<file path="config.mk">
export PLATFORM = sky130hd
export DESIGN_NAME = sirv_debug_entry_ctrl_flat
export DESIGN_NICKNAME = d
export VERILOG_FILES = /design/src/rtl/sirv_debug_entry_ctrl_pkg.sv /design/src/rtl/sirv_debug_entry_ctrl_if.sv /design/src/rtl/sirv_debug_halt_timer.sv /design/src/rtl/sirv_gnrl_dfflr.sv /design/src/rtl/sirv_debug_entry_ctrl.sv /design/src/flat_wrapper.sv
export SDC_FILE = /design/constraint.sdc
export NUM_CORES = 1
export LEC_CHECK = 0
export ABC_AREA = 1
export CAP_MARGIN = 25
export CORE_ASPECT_RATIO = 1.75
export CORE_MARGIN = 2
export CORE_UTILIZATION = 44
export CTS_CLUSTER_DIAMETER = 80
export CTS_CLUSTER_SIZE = 20
export DETAILED_ROUTE_END_ITERATION = 8
export GPL_TIMING_DRIVEN = 0
export PLACE_DENSITY = 0.8
export REMOVE_ABC_BUFFERS = 1
export SLEW_MARGIN = 20
export SYNTH_ARGS = -nofsm -noshare
export SYNTH_HDL_FRONTEND = slang
export SYNTH_SLANG_ARGS = --single-unit
</file>
<file path="constraint.sdc">
create_clock -name clk -period 1.5 [get_ports clk]
set_clock_uncertainty 0.05 [all_clocks]
set_input_delay 0.3 -clock clk [delete_from_list [all_inputs] [get_ports clk]]
set_output_delay 0.3 -clock clk [all_outputs]
set_load 0.03 [all_outputs]
</file>
<file path="src/rtl/sirv_debug_entry_ctrl_pkg.sv">
// Shared constants for the debug entry/exit sequencer: dcause codes,
// 2-bit FSM state encoding and a small state helper.
package sirv_debug_entry_ctrl_pkg;

    localparam int DCAUSE_W = 3;

    localparam logic [DCAUSE_W-1:0] DCAUSE_NONE   = 3'd0;
    localparam logic [DCAUSE_W-1:0] DCAUSE_EBREAK = 3'd1;
    localparam logic [DCAUSE_W-1:0] DCAUSE_HALT   = 3'd3;
    localparam logic [DCAUSE_W-1:0] DCAUSE_STEP   = 3'd4;

    typedef enum logic [1:0] {
        ST_RUN   = 2'd0,
        ST_STEP  = 2'd1,
        ST_ENTER = 2'd2,
        ST_DEBUG = 2'd3
    } dbg_state_e;

    // RUN and STEP both watch commits and run the idle-halt counter.
    function automatic logic is_run_like(input dbg_state_e s);
        return (s == ST_RUN) || (s == ST_STEP);
    endfunction

endpackage

</file>
<file path="src/rtl/sirv_debug_entry_ctrl_if.sv">
// Commit / debug-CSR / pipeline handshake bundle for sirv_debug_entry_ctrl.
// master: the sequencer. slave: the pipeline and debug CSR side.
interface sirv_debug_entry_ctrl_if
    import sirv_debug_entry_ctrl_pkg::*;
#(
    parameter int PC_SIZE = 32
);
    logic                cmt_valid;
    logic [PC_SIZE-1:0]  cmt_pc;
    logic [PC_SIZE-1:0]  cmt_npc;
    logic                cmt_ebreak;
    logic                cmt_dret;
    logic                dbg_irq_r;
    logic                dbg_mode;
    logic                dbg_halt_r;
    logic                dbg_step_r;
    logic                dbg_ebreakm_r;
    logic                dbg_entry_ack;

    logic                dbg_entry_req;
    logic                dbg_resume;
    logic [PC_SIZE-1:0]  cmt_dpc;
    logic                cmt_dpc_ena;
    logic [DCAUSE_W-1:0] cmt_dcause;
    logic                cmt_dcause_ena;

    modport master (
        input  cmt_valid, cmt_pc, cmt_npc, cmt_ebreak, cmt_dret,
        input  dbg_irq_r, dbg_mode, dbg_halt_r, dbg_step_r, dbg_ebreakm_r,
        input  dbg_entry_ack,
        output dbg_entry_req, dbg_resume, cmt_dpc, cmt_dpc_ena,
        output cmt_dcause, cmt_dcause_ena
    );

    modport slave (
        output cmt_valid, cmt_pc, cmt_npc, cmt_ebreak, cmt_dret,
        output dbg_irq_r, dbg_mode, dbg_halt_r, dbg_step_r, dbg_ebreakm_r,
        output dbg_entry_ack,
        input  dbg_entry_req, dbg_resume, cmt_dpc, cmt_dpc_ena,
        input  cmt_dcause, cmt_dcause_ena
    );

endinterface

</file>
<file path="src/rtl/sirv_debug_halt_timer.sv">
// Idle-halt saturating counter. Counts cycles with a pending halt and no
// commit; fire is asserted in the cycle the count would reach HALT_WAIT,
// so the sequencer is in ENTER HALT_WAIT cycles after the halt first arrives.
module sirv_debug_halt_timer #(
    parameter int HALT_WAIT = 15
) (
    input  logic clk,
    input  logic rst_n,
    input  logic cnt_inc,
    output logic fire
);

    localparam int CW = $clog2(HALT_WAIT + 1);
    localparam logic [CW-1:0] CNT_MAX  = CW'(HALT_WAIT);
    localparam logic [CW-1:0] CNT_LAST = CW'(HALT_WAIT - 1);
    localparam logic [CW-1:0] CNT_ONE  = CW'(1);

    logic [CW-1:0] cnt_d;
    logic [CW-1:0] cnt_q;

    // Saturating increment while idle with a halt pending, clear otherwise.
    always_comb begin
        cnt_d = '0;
        if (cnt_inc) begin
            cnt_d = (cnt_q == CNT_MAX) ? CNT_MAX : cnt_q + CNT_ONE;
        end
    end

    assign fire = cnt_inc & (cnt_q >= CNT_LAST);

    sirv_gnrl_dfflr #(.DW(CW)) u_cnt (
        .clk   (clk),
        .rst_n (rst_n),
        .lden  (1'b1),
        .dnxt  (cnt_d),
        .qout  (cnt_q)
    );

endmodule

</file>
<file path="src/rtl/sirv_gnrl_dfflr.sv">
// General-purpose flop with load enable and synchronous active-low reset to 0.
module sirv_gnrl_dfflr #(
    parameter int DW = 1
) (
    input  logic          clk,
    input  logic          rst_n,
    input  logic          lden,
    input  logic [DW-1:0] dnxt,
    output logic [DW-1:0] qout
);

    // Load on enable, clear on reset.
    always_ff @(posedge clk) begin
        if (!rst_n) begin
            qout <= '0;
        end else if (lden) begin
            qout <= dnxt;
        end
    end

endmodule

</file>
<file path="src/rtl/sirv_debug_entry_ctrl.sv">
// Debug entry/exit sequencer between commit stage and debug CSR block.
// Optional single-step support is enabled by defining SIRV_DEBUG_STEP_EN.
//
// state | meaning
// RUN   | normal execution, watching commits and halt requests
// STEP  | resumed with dcsr.step, next commit re-enters with cause 4
// ENTER | flush to debug ROM requested, waiting for ack
// DEBUG | executing debug ROM, waiting for DRET
module sirv_debug_entry_ctrl
    import sirv_debug_entry_ctrl_pkg::*;
#(
    parameter int PC_SIZE   = 32,
    parameter int HALT_WAIT = 15
) (
    input logic                      clk,
    input logic                      rst_n,
    sirv_debug_entry_ctrl_if.master  dbg_if
);

    dbg_state_e          state_q;
    dbg_state_e          state_d;
    logic [1:0]          state_raw_q;
    logic [DCAUSE_W-1:0] cause_lat_d, cause_lat_q;
    logic [PC_SIZE-1:0]  dpc_lat_d, dpc_lat_q;
    logic [PC_SIZE-1:0]  npc_last_q;
    logic [DCAUSE_W-1:0] dcause_out_d, dcause_out_q;
    logic [PC_SIZE-1:0]  dpc_out_d, dpc_out_q;
    logic [2:0]          strobe_d, strobe_q;

    logic halt_src, run_like, step_mode, idle_inc, idle_fire;
    logic ack_go, dret_go, npc_ena;
    dbg_state_e resume_state;

    assign state_q  = dbg_state_e'(state_raw_q);
    assign halt_src = dbg_if.dbg_irq_r | dbg_if.dbg_halt_r;
    assign run_like = is_run_like(state_q);
    assign idle_inc = run_like & halt_src & ~dbg_if.cmt_valid;
    assign ack_go   = (state_q == ST_ENTER) & dbg_if.dbg_entry_ack;
    assign dret_go  = (state_q == ST_DEBUG) & dbg_if.cmt_valid & dbg_if.cmt_dret;
    assign npc_ena  = run_like & dbg_if.cmt_valid;

`ifdef SIRV_DEBUG_STEP_EN
    assign step_mode    = (state_q == ST_STEP);
    assign resume_state = dbg_if.dbg_step_r ? ST_STEP : ST_RUN;
`else
    assign step_mode    = 1'b0;
    assign resume_state = ST_RUN;
`endif

    sirv_debug_halt_timer #(.HALT_WAIT(HALT_WAIT)) u_halt_timer (
        .clk     (clk),
        .rst_n   (rst_n),
        .cnt_inc (idle_inc),
        .fire    (idle_fire)
    );

    // Next state and entry cause/dpc latch; ebreak beats haltreq beats step.
    always_comb begin
        state_d     = state_q;
        cause_lat_d = cause_lat_q;
        dpc_lat_d   = dpc_lat_q;
        case (state_q)
            ST_RUN, ST_STEP: begin
                if (dbg_if.cmt_valid) begin
                    if (dbg_if.cmt_ebreak & dbg_if.dbg_ebreakm_r) begin
                        cause_lat_d = DCAUSE_EBREAK;
                        dpc_lat_d   = dbg_if.cmt_pc;
                        state_d     = ST_ENTER;
                    end else if (halt_src) begin
                        cause_lat_d = DCAUSE_HALT;
                        dpc_lat_d   = dbg_if.cmt_npc;
                        state_d     = ST_ENTER;
                    end else if (step_mode) begin
                        cause_lat_d = DCAUSE_STEP;
                        dpc_lat_d   = dbg_if.cmt_npc;
                        state_d     = ST_ENTER;
                    end
                end else if (idle_fire) begin
                    cause_lat_d = DCAUSE_HALT;
                    dpc_lat_d   = npc_last_q;
                    state_d     = ST_ENTER;
                end
            end
            ST_ENTER: begin
                if (dbg_if.dbg_entry_ack) begin
                    state_d = ST_DEBUG;
                end
            end
            ST_DEBUG: begin
                if (dret_go) begin
                    state_d = resume_state;
                end
            end
            default: state_d = ST_RUN;
        endcase
    end

    // Registered CSR write values and one-cycle strobes {dpc_ena, dcause_ena, resume}.
    always_comb begin
        dcause_out_d = dcause_out_q;
        dpc_out_d    = dpc_out_q;
        if (ack_go) begin
            dcause_out_d = cause_lat_q;
            dpc_out_d    = dpc_lat_q;
        end else if (dret_go) begin
            dcause_out_d = DCAUSE_NONE;
        end
        strobe_d = {ack_go, ack_go | dret_go, dret_go};
    end

    sirv_gnrl_dfflr #(.DW(2))        u_state    (.clk(clk), .rst_n(rst_n), .lden(1'b1),
                                                 .dnxt(state_d),      .qout(state_raw_q));
    sirv_gnrl_dfflr #(.DW(DCAUSE_W)) u_cause    (.clk(clk), .rst_n(rst_n), .lden(1'b1),
                                                 .dnxt(cause_lat_d),  .qout(cause_lat_q));
    sirv_gnrl_dfflr #(.DW(PC_SIZE))  u_dpc      (.clk(clk), .rst_n(rst_n), .lden(1'b1),
                                                 .dnxt(dpc_lat_d),    .qout(dpc_lat_q));
    sirv_gnrl_dfflr #(.DW(PC_SIZE))  u_npc_last (.clk(clk), .rst_n(rst_n), .lden(npc_ena),
                                                 .dnxt(dbg_if.cmt_npc), .qout(npc_last_q));
    sirv_gnrl_dfflr #(.DW(DCAUSE_W)) u_dcause_o (.clk(clk), .rst_n(rst_n), .lden(1'b1),
                                                 .dnxt(dcause_out_d), .qout(dcause_out_q));
    sirv_gnrl_dfflr #(.DW(PC_SIZE))  u_dpc_o    (.clk(clk), .rst_n(rst_n), .lden(1'b1),
                                                 .dnxt(dpc_out_d),    .qout(dpc_out_q));
    sirv_gnrl_dfflr #(.DW(3))        u_strobe   (.clk(clk), .rst_n(rst_n), .lden(1'b1),
                                                 .dnxt(strobe_d),     .qout(strobe_q));

    assign dbg_if.dbg_entry_req  = (state_q == ST_ENTER);
    assign dbg_if.cmt_dpc        = dpc_out_q;
    assign dbg_if.cmt_dcause     = dcause_out_q;
    assign dbg_if.cmt_dpc_ena    = strobe_q[2];
    assign dbg_if.cmt_dcause_ena = strobe_q[1];
    assign dbg_if.dbg_resume     = strobe_q[0];

endmodule

</file>
<file path="src/flat_wrapper.sv">
// flat-port wrapper written by rule: the top's interface ports become plain ports
module sirv_debug_entry_ctrl_flat import sirv_debug_entry_ctrl_pkg::*;
#(
    parameter int PC_SIZE   = 32,
    parameter int HALT_WAIT = 15
)
  (clk, rst_n, dbg_if_cmt_valid, dbg_if_cmt_pc, dbg_if_cmt_npc, dbg_if_cmt_ebreak, dbg_if_cmt_dret, dbg_if_dbg_irq_r, dbg_if_dbg_mode, dbg_if_dbg_halt_r, dbg_if_dbg_step_r, dbg_if_dbg_ebreakm_r, dbg_if_dbg_entry_ack, dbg_if_dbg_entry_req, dbg_if_dbg_resume, dbg_if_cmt_dpc, dbg_if_cmt_dpc_ena, dbg_if_cmt_dcause, dbg_if_cmt_dcause_ena);
  sirv_debug_entry_ctrl_if #(.PC_SIZE(PC_SIZE)) dbg_if_i ();
  input logic clk;
  input logic rst_n;
  input wire logic [$bits(dbg_if_i.cmt_valid)-1:0] dbg_if_cmt_valid;
  input wire logic [$bits(dbg_if_i.cmt_pc)-1:0] dbg_if_cmt_pc;
  input wire logic [$bits(dbg_if_i.cmt_npc)-1:0] dbg_if_cmt_npc;
  input wire logic [$bits(dbg_if_i.cmt_ebreak)-1:0] dbg_if_cmt_ebreak;
  input wire logic [$bits(dbg_if_i.cmt_dret)-1:0] dbg_if_cmt_dret;
  input wire logic [$bits(dbg_if_i.dbg_irq_r)-1:0] dbg_if_dbg_irq_r;
  input wire logic [$bits(dbg_if_i.dbg_mode)-1:0] dbg_if_dbg_mode;
  input wire logic [$bits(dbg_if_i.dbg_halt_r)-1:0] dbg_if_dbg_halt_r;
  input wire logic [$bits(dbg_if_i.dbg_step_r)-1:0] dbg_if_dbg_step_r;
  input wire logic [$bits(dbg_if_i.dbg_ebreakm_r)-1:0] dbg_if_dbg_ebreakm_r;
  input wire logic [$bits(dbg_if_i.dbg_entry_ack)-1:0] dbg_if_dbg_entry_ack;
  output wire logic [$bits(dbg_if_i.dbg_entry_req)-1:0] dbg_if_dbg_entry_req;
  output wire logic [$bits(dbg_if_i.dbg_resume)-1:0] dbg_if_dbg_resume;
  output wire logic [$bits(dbg_if_i.cmt_dpc)-1:0] dbg_if_cmt_dpc;
  output wire logic [$bits(dbg_if_i.cmt_dpc_ena)-1:0] dbg_if_cmt_dpc_ena;
  output wire logic [$bits(dbg_if_i.cmt_dcause)-1:0] dbg_if_cmt_dcause;
  output wire logic [$bits(dbg_if_i.cmt_dcause_ena)-1:0] dbg_if_cmt_dcause_ena;
  assign dbg_if_i.cmt_valid = dbg_if_cmt_valid;
  assign dbg_if_i.cmt_pc = dbg_if_cmt_pc;
  assign dbg_if_i.cmt_npc = dbg_if_cmt_npc;
  assign dbg_if_i.cmt_ebreak = dbg_if_cmt_ebreak;
  assign dbg_if_i.cmt_dret = dbg_if_cmt_dret;
  assign dbg_if_i.dbg_irq_r = dbg_if_dbg_irq_r;
  assign dbg_if_i.dbg_mode = dbg_if_dbg_mode;
  assign dbg_if_i.dbg_halt_r = dbg_if_dbg_halt_r;
  assign dbg_if_i.dbg_step_r = dbg_if_dbg_step_r;
  assign dbg_if_i.dbg_ebreakm_r = dbg_if_dbg_ebreakm_r;
  assign dbg_if_i.dbg_entry_ack = dbg_if_dbg_entry_ack;
  assign dbg_if_dbg_entry_req = dbg_if_i.dbg_entry_req;
  assign dbg_if_dbg_resume = dbg_if_i.dbg_resume;
  assign dbg_if_cmt_dpc = dbg_if_i.cmt_dpc;
  assign dbg_if_cmt_dpc_ena = dbg_if_i.cmt_dpc_ena;
  assign dbg_if_cmt_dcause = dbg_if_i.cmt_dcause;
  assign dbg_if_cmt_dcause_ena = dbg_if_i.cmt_dcause_ena;
  sirv_debug_entry_ctrl #(.PC_SIZE(PC_SIZE), .HALT_WAIT(HALT_WAIT)) u_core (.clk(clk), .rst_n(rst_n), .dbg_if(dbg_if_i));
endmodule
</file>
==> metrics.txt <==
CTS H-tree depth 3; Die Y 139.0 um; Worst R2R End u_core.u_cause.qout[1]$_SDFFE_PN0P_; worst-margin pin slew 0.5473 ns; Post-synth EDFFs 0; maxcap violations 0; CP Buf/Inv Count 3; crit path max fanout 33; Main synth FF type dfxtp_1; wire length per cell 16.41 um; most frequent cell after synthesis nor2_1; Detail Placement HPWL 7748 um; # IOs 114; YS warnings 0; slew margin rel. 63.43%; layout cell share with drive strength beyond 1 9.893%; VDD IR max around 0.78 mV; die area between 10000 and 15000 sq um; Placed Area 5672 sq um; Total GRT Usage 24.65%; vias in the first global route 4467; post-route ant nets 0; fin crit share 99.21%; die width 81.15 um; worst path cell trace inv_2, ha_2, nor2_2, nor2_2, nand2_4, nand2_8, inv_16, nand2_1, nand3_1, inv_1; Hold Buf Count CTS 0; # port buffers 110; Std-Cell Rows 49; Clock transition at path regs 0.07 ns; starting density of the core about 45%; vias per cell 5.457; worst reg2reg path depth 10; initial antenna violation count 0; Worst Hold Depth 3; DRT iter0 DRCs around 320; Hold Path End u_core.u_dpc_o.qout[6]$_SDFFE_PN0P_; Ant. Diodes 0; Synth Cell Area around 4600 sq um; crit path DAT 1.68 ns; Core Util, Final about 60%; Final Net Count 820; Final GP Congestion 0.7788; TritonCTS clock tree done; Syn-to-layout area delta 37.51%; Reg2Reg Setup Slack 0.01 ns; Synth area leaders dfxtp_1 48%, nor2_1 17%, o21ai_0 14%; cells after synthesis 644; crit path capture type flip-flop; Crit-path slowest cell dfxtp_2; CP most frequent cell nor2_2; Max clock buf depth 2; sequential cell area fraction in the yosys report 47.61%; Clock Latency Late Sink 0.35 ns; # fillers roughly 910; RSZ-0062 raised after global routing yes; startpoint types flip-flop; Synth top area share 47.61%; Core ar. slightly above 10000 sq um; R2R Path Start u_core.u_halt_timer.u_cnt.qout[0]$_SDFF_PN0_; Async SR Flop Fraction 0%; register bit count reported by yosys 109; first-pass GRT wire length between 20000 and 25000 um; worst hold start rst_n; clock root cell clkbuf_16; CTS buffer count 9; largest net degree at the start of global routing 96; Max Fclk 672.0 MHz; run status finished clean; Final Cell Area about 6300 sq um; WL final 14360 um; max incr delay on CP 0.34 ns; Commonest cells post-synth 203 x nor2_1, 132 x o21ai_0, 109 x dfxtp_1, 50 x nand2_1, 31 x o21ai_1; DRC viols 0; min-delay worst type in -> reg; Clock Sinks 109; Final Critical Period 1.488 ns; area leader, netlist dfxtp_1; Worst Path Required 1.69 ns; GRT overflow 0; leakage power 0.002831 uW; Final Setup Violations 0; dpl ws -1.544 ns; power density cells 1194 nW/um^2; delay-heaviest family, CP simple AND/OR/NAND/NOR gates; final count of hold timing violations 0; vias ~4800; synth unique cells 24; synthesized area per cell 7.117 sq um; Final Max Tran Viols 0; drt first pass iters 7; crit path kind reg -> reg; fin worst setup slack 0.01191 ns
-- report_power, final --
part           switching (uW)  internal, uW  total [uW]
clock                    1040          1340        2370
combinational            1090           692        1780
sequential                167          3210        3370
total                    2290          5240        7530
-- worst reg2reg max path: stages, from the launching register on --
cell and delay, ns:
dfxtp_2 0.34, inv_2 0.04, ha_2 0.17, nor2_2 0.12
nor2_2 0.06, nand2_4 0.12, nand2_8 0.12, inv_16 0.15
nand2_1 0.09, nand3_1 0.07, inv_1 0.04
-- timing repair --
action | in CTS | in global routing
endpoints found under the setup margin | 143 | 54
gates cloned | 4 | 2
pin swaps | 5 | 7
buffers inserted | 10 | 3
resized for setup | 69 | 50
-- worst max path at each step --
stage	slack, ns	depth (start not counted)	endpoint	start
after global placement	-2.56	9	u_core.u_cause.qout[1]$_SDFFE_PN0P_	dbg_if_cmt_valid
after CTS	0.01	4	dbg_if_dbg_entry_req	u_core.u_state.qout[0]$_SDFFE_PN0P_
after floorplan	-0.25	8	u_core.u_dpc.qout[11]$_SDFFE_PN0P_	u_core.u_state.qout[1]$_SDFFE_PN0P_
after global routing	-0.05	10	u_core.u_cause.qout[1]$_SDFFE_PN0P_	u_core.u_halt_timer.u_cnt.qout[0]$_SDFF_PN0_
after detailed placement	-1.54	8	u_core.u_dpc.qout[24]$_SDFFE_PN0P_	dbg_if_cmt_valid
final	0.01	10	u_core.u_cause.qout[1]$_SDFFE_PN0P_	u_core.u_halt_timer.u_cnt.qout[0]$_SDFF_PN0_
-- cells in the final DEF (no fill, tap or decap), drive strengths merged --
master / count
a211oi: 1
a21oi: 17
a31oi: 1
buf: 19
bufinv: 1
clkbuf: 14
clkdlybuf4s50: 69
clkinv: 2
clkinvlp: 2
conb: 1
dfxtp: 109
dlygate4sd2: 37
dlymetal6s2s: 1
ha: 2
inv: 33
nand2: 57
nand3: 9
nor2: 208
nor3: 2
o21ai: 163
-- flip-flops by register name, indices dropped and copies added (netlist names) --
signal,cells
u_core.u_dpc.qout,32
u_core.u_dpc_o.qout,32
u_core.u_npc_last.qout,32
u_core.u_halt_timer.u_cnt.qout,4
u_core.u_strobe.qout,3
u_core.u_cause.qout,2
u_core.u_dcause_o.qout,2
u_core.u_state.qout,2
-- final cells by class --
type                       instances  area, sq um  area share [%]
tap                              127        158.9           2.521
clock buffer                      12        246.5           3.911
sequential                       109         2191           34.76
multi-input combinational        461         2157           34.23
inverter                          33        180.2           2.859
clock inverter                     4        47.55          0.7544
timing repair buffer             128         1313           20.83
timing repair inverter             1        8.758          0.1390
-- routing by layer --
| metal | track usage, % | up-vias | wire length (um) |
|---|---|---|---|
| met2 | 42.89 | 224 | 7448 |
| met4 | 11.69 | 0 | 519 |
| li1 | - | 2270 | - |
| met5 | 0 | - | 0 |
| met1 | 28.75 | 2232 | 5549 |
| met3 | 3.711 | 49 | 838 |
-- cells by family after synthesis --
kind of cell / count (synthesis) / share of synthesized area (%)
AOI/OAI and AO/OA: 182 / 19.96
adders and majority gates: 2 / 0.5459
buffers and inverters: 77 / 7.917
DFF: 109 / 47.61
other: 1 / 0.08182
and+or+nand+nor: 273 / 23.89
-- metrics by stage --
step | setup TNS [ns] | power [uW] | std cells | hold WS, ns
final | 0 | 7528 | 875 | 0.2201
after global routing | -0.4692 | 7837 | 875 | 0.2301
after CTS | 0 | 7414 | 870 | 0.2108
after detailed placement | -117.05 | 4965 | 840 | 0.3820
after global placement | -229.79 | 4901 | 837 | 0.3805
after floorplan | -12.05 | 4255 | 600 | 0.3704
No activity file was read; power rests on OpenSTA's default activity.
